==> config.mk <==
export PLATFORM = sky130hd
export DESIGN_NAME = fifo_level
export DESIGN_NICKNAME = d
export VERILOG_FILES = /design/src/rtl/fifo_pkg.sv /design/src/rtl/fifo_ptr.sv /design/src/rtl/fifo_level.sv
export SDC_FILE = /design/constraint.sdc
export NUM_CORES = 1
export LEC_CHECK = 0
export CAP_MARGIN = 20
export CORE_UTILIZATION = 39
export CTS_BUF_LIST = sky130_fd_sc_hd__clkbuf_4
export DETAILED_ROUTE_END_ITERATION = 16
export GPL_TIMING_DRIVEN = 0
export HOLD_SLACK_MARGIN = 0.08
export PLACE_DENSITY_LB_ADDON = 0.12
export SETUP_SLACK_MARGIN = 0.15
export SYNTH_ARGS = -nofsm -noshare
export SYNTH_HDL_FRONTEND = slang
export SYNTH_SLANG_ARGS = --single-unit
==> constraint.sdc <==
create_clock -name clk -period 8 [get_ports clk]
set_input_delay 0.8 -clock clk [delete_from_list [all_inputs] [get_ports clk]]
set_output_delay 0.8 -clock clk [all_outputs]
set_load 0.03 [all_outputs]
==> src/rtl/fifo_pkg.sv <==
// Shared helpers and mode constants for the fifo_level buffer family.
package fifo_pkg;

    localparam int FIFO_MODE_REG  = 0;
    localparam int FIFO_MODE_FWFT = 1;

    function automatic int clog2(input int n);
        int r;
        r = 0;
        while ((1 << r) < n) begin
            r = r + 1;
        end
        return r;
    endfunction

    // Increment with explicit wrap at depth-1, valid for any depth.
    function automatic int wrap_inc(input int p, input int depth);
        return (p == depth - 1) ? 0 : p + 1;
    endfunction

endpackage

==> src/rtl/fifo_ptr.sv <==
// Wrapping 0..DEPTH-1 pointer with enable and synchronous clear.
module fifo_ptr
    import fifo_pkg::*;
#(
    parameter int DEPTH  = 12,
    parameter int PWIDTH = clog2(DEPTH)
) (
    input  logic              clk,
    input  logic              res,
    input  logic              clr,
    input  logic              en,
    output logic [PWIDTH-1:0] ptr
);

    always_ff @(posedge clk or posedge res) begin
        if (res) begin
            ptr <= '0;
        end else if (clr) begin
            ptr <= '0;
        end else if (en) begin
            ptr <= PWIDTH'(wrap_inc(int'(ptr), DEPTH));
        end
    end

endmodule

==> src/rtl/fifo_level.sv <==
// Single-clock FIFO with arbitrary depth, fill level, runtime thresholds,
// sticky error flags and selectable FWFT / registered-read output.
module fifo_level
    import fifo_pkg::*;
#(
    parameter int DWIDTH = 16,
    parameter int DEPTH  = 12,
    parameter int FWFT   = FIFO_MODE_FWFT,
    parameter int LWIDTH = clog2(DEPTH + 1)
) (
    input  logic              clk,
    input  logic              res,
    input  logic              flush,
    input  logic              shiftin,
    input  logic [DWIDTH-1:0] data_in,
    input  logic              shiftout,
    output logic [DWIDTH-1:0] data_out,
    output logic              dout_valid,
    output logic [LWIDTH-1:0] level,
    input  logic [LWIDTH-1:0] af_thresh,
    input  logic [LWIDTH-1:0] ae_thresh,
    output logic              full,
    output logic              almost_full,
    output logic              empty,
    output logic              almost_empty,
    output logic              overflow,
    output logic              underflow
);

    localparam int PWIDTH = clog2(DEPTH);

    logic [DWIDTH-1:0] mem [DEPTH];
    logic [PWIDTH-1:0] wr_ptr;
    logic [PWIDTH-1:0] rd_ptr;
    logic [PWIDTH-1:0] rd_ptr_nxt;
    logic [LWIDTH-1:0] level_nxt;
    logic              writing;
    logic              reading;
    logic              dout_valid_q;

    // flush blocks both sides so nothing lands in storage during a clear
    assign writing    = shiftin  && !full  && !flush;
    assign reading    = shiftout && !empty && !flush;
    assign rd_ptr_nxt = PWIDTH'(wrap_inc(int'(rd_ptr), DEPTH));
    assign level_nxt  = flush ? '0 : level + LWIDTH'(writing) - LWIDTH'(reading);
    assign dout_valid = (FWFT == FIFO_MODE_FWFT) ? !empty : dout_valid_q;

    fifo_ptr #(.DEPTH(DEPTH)) u_wr_ptr (
        .clk (clk),
        .res (res),
        .clr (flush),
        .en  (writing),
        .ptr (wr_ptr)
    );

    fifo_ptr #(.DEPTH(DEPTH)) u_rd_ptr (
        .clk (clk),
        .res (res),
        .clr (flush),
        .en  (reading),
        .ptr (rd_ptr)
    );

    always_ff @(posedge clk) begin
        if (writing) begin
            mem[wr_ptr] <= data_in;
        end
    end

    always_ff @(posedge clk or posedge res) begin
        if (res) begin
            level        <= '0;
            full         <= 1'b0;
            almost_full  <= 1'b0;
            empty        <= 1'b1;
            almost_empty <= 1'b1;
            overflow     <= 1'b0;
            underflow    <= 1'b0;
        end else begin
            level        <= level_nxt;
            full         <= (level_nxt == LWIDTH'(DEPTH));
            almost_full  <= (af_thresh != '0) && (level_nxt >= af_thresh);
            empty        <= (level_nxt == '0);
            almost_empty <= (level_nxt <= ae_thresh);
            if (flush) begin
                overflow  <= 1'b0;
                underflow <= 1'b0;
            end else begin
                if (shiftin && full) begin
                    overflow <= 1'b1;
                end
                if (shiftout && empty) begin
                    underflow <= 1'b1;
                end
            end
        end
    end

    always_ff @(posedge clk or posedge res) begin
        if (res) begin
            data_out     <= '0;
            dout_valid_q <= 1'b0;
        end else if (flush) begin
            dout_valid_q <= 1'b0;
        end else if (FWFT == FIFO_MODE_FWFT) begin
            dout_valid_q <= 1'b0;
            // head register tracks the oldest word; bypass when the only word leaves
            if (writing && (level == '0)) begin
                data_out <= data_in;
            end else if (reading) begin
                if (level == LWIDTH'(1)) begin
                    if (writing) begin
                        data_out <= data_in;
                    end
                end else begin
                    data_out <= mem[rd_ptr_nxt];
                end
            end
        end else begin
            dout_valid_q <= reading;
            if (reading) begin
                data_out <= mem[rd_ptr];
            end
        end
    end

endmodule

==> impl_metrics.yaml <==
run_status:
  status: "complete, no violations"
placed_design:
  io_buffers: 54
  dp.final_hpwl_mm: 17.2
  post-place-ws_ns: 3.91
  gp_congestion: 0.818
drt:
  vias: 6466
  ant_nets: 0
  vias_per_cell: 5.55
  first_pass_iters: 5
  route.detailed.drc: 0
  avgRoutedWirePerCell_um: 21.2
  drt_first_iter_violations: 428
  wirelength_mm: 24.6
yosys:
  yosysMostFrequentCell: "edfxtp_1"
  postSynth.asyncResetShare: 0.150
  seq_area_frac_synth: 0.678
  synthFlopType: "edfxtp_1"
  synth_edf_count: 192
  yosys_warnings: 0
  synth-seq-cells: 226
  synthCells: 684
  synth_cell_type_count: 53
  syn_area_mm2: 0.00976
  synthTopCellsByCount: "edfxtp_1 (192), a21oi_1 (44), nand3_1 (34)"
  ys_top_cells_by_area: "edfxtp_1 (59%), dfrtp_1 (8.2%), mux2i_1 (3.4%), o211ai_1 (2.5%), ha_1 (2.3%)"
  synth_fp_nets: 732
  avgSynthCellArea_um2: 14.3
  synth_top_area_cell: "edfxtp_1"
  yosysTopAreaCellShare: 0.591
sta:
  skew_ns: 0.0358
  report.final.setup_viol: 0
  final.period_utilization: 0.423
  max_clock_freq_mhz: 296
  whs_ns: 0.460
  layout_setup_ws_ns: 4.62
  slew_viol_final: 0
  fin_setup_tns_ns: 0
  rsz0062_at_grt: "false"
  worstMarginPinSlew_ns: 0.931
  hold_viol: 0
  min_period_ns: 3.38
  slew_headroom: 0.379
global_route:
  grt_pass1_vias: 6393
  grt.overflow.total: 0
  antenna_found_initial: 1
  grt_max_degree: 35
  grt_pass1_wl_mm: 37.6
  grtUsageTotal: 0.195
clock_tree:
  cts_setup_buffers: 0
  cts_max_path_buffers: 3
  cts_buffers: 58
  cts_tree: "built"
  ctsResizeCount: 0
  path_clk_slew_ns: 0.06
  htree_num_levels: 2
  insertion_delay_ns: 0.69
  clkSinkCount: 226
  cts_hold_buf: 0
  cts_root_buf: "clkbuf_4"
power_and_ir_drop:
  fin_total_pwr_mw: 3.34
  ir_worst_vdd_v: 0.000186
  power_density_mw_per_mm2: 292
  p_leak_nw: 3.93
die:
  fp.dieW_um: 160
  rows: 57
  initial_core_util: 0.399
  die_area_mm2: 0.0257
  ioPinCount: 56
  core_mm2: 0.0245
  die_h_um: 160
critical_path:
  critPathMaxStageDelay_ns: 0.50
  crit_type: "in2reg"
  slowest_stage: "fa_1"
  start_kind: "primary input"
  crit_top_cell: "ha_1"
  cp_max_fo: 7
  arrival_ns: 4.00
  crit_required_ns: 8.62
  endpoint_kind: "register"
  crit_chain: "clkdlybuf4s50_1 -> and2b_1 -> nand2b_1 -> ha_1 -> inv_1 -> ha_1 -> fa_1 -> nor2b_1 -> ha_1 -> nor2b_1 -> o21ai_0 -> nand2b_1 -> a21oi_1 -> a41o_1"
finish:
  multi_input_area_mm2: 0.00282
  syn_to_final_growth_pct: 17.0
  regArea_mm2: 0.00662
  layout-drive-gt1-share: 0.168
  nets: 846
  fillerInstances: 2181
hold_path:
  min_path_type: "in2reg"
flow_run:
  max_cap_violations: 0
[layout by cell type, fill, tap and decap left out, drive strengths merged, types with 18 or more instances in the layout]
master / n
a21oi: 45
o211ai: 33
mux2i: 33
edfxtp: 192
dfrtp: 32
inv: 19
nand2: 22
o21ai: 23
buf: 36
a21o: 19
clkdlybuf4s50: 54
clkbuf: 101
ha: 18
nand3: 34
[metrics by stage]
stage / utilization / cells / area (um^2)
floorplan: - / 684 / 9760
global placement: 0.437 / 1062 / 10700
detailed placement: 0.437 / 1062 / 10700
CTS: 0.466 / 1163 / 11400
global route: 0.467 / 1164 / 11400
finish: 0.467 / 1164 / 11400
[logic make-up after synthesis]
| group | Yosys count | share of synthesized area |
|---|---|---|
| multiplexers | 33 | 0.0339 |
| buffers and inverters | 68 | 0.0324 |
| adder cells (fa/ha/maj) | 19 | 0.0251 |
| flip-flops | 226 | 0.678 |
| XOR/XNOR | 3 | 0.00269 |
| AO/OA/AOI/OAI | 207 | 0.157 |
| AND/OR/NAND/NOR | 128 | 0.0703 |
[flip-flops by register name, indices dropped and copies added (netlist names)]
register,cells
mem,192
data_out,16
level,4
u_rd_ptr.ptr,4
u_wr_ptr.ptr,4
almost_empty,1
almost_full,1
empty,1
full,1
overflow,1
underflow,1
[cell type report]
type	count	area share
clock buffer	87	0.0572
inverter	18	0.00592
buffer	50	0.0218
sequential	226	0.580
clock inverter	14	0.00482
multi-input combinational	390	0.247
tap	324	0.0355
timing repair buffer	54	0.0474
antenna	1	0.000219
[worst max-delay path: cells and delay by family]
family,cells,cell delay [ns]
adders and majority gates,4,1.32
and+or+nand+nor,5,0.94
buffers and inverters,2,0.53
AOI/OAI and AO/OA,3,0.42
[path summary, 6_finish.rpt]
kind | from | to | slack, ns | cells past startpoint
worst max-delay path | shiftin | almost_empty | 4.62 | 14
worst min-delay path | flush | full | 0.46 | 2
worst max register to register | full | almost_empty | 4.76 | 13
worst min register to register | underflow | underflow | 0.51 | 2
max in group asynchronous | res | data_out[4] | 6.90 | 2
min in group asynchronous | res | u_rd_ptr.ptr[2] | 0.59 | 2
[power by group]
| part | internal (mW) | total, mW | switching [mW] |
|---|---|---|---|
| Clock | 0.492 | 0.947 | 0.455 |
| Sequential | 1.37 | 1.42 | 0.0572 |
| Combinational | 0.360 | 0.965 | 0.606 |
[layer usage]
metal / vias up / track usage / wire length, um / part of all wire
met5: - / 0 / 0 / 0
met4: 0 / 0.0658 / 476 / 0.019
met3: 43 / 0.0384 / 1460 / 0.059
met2: 235 / 0.321 / 12000 / 0.49
met1: 3212 / 0.257 / 10700 / 0.44
li1: 2976 / - / - / -
Power figures use the tool's default switching activity.
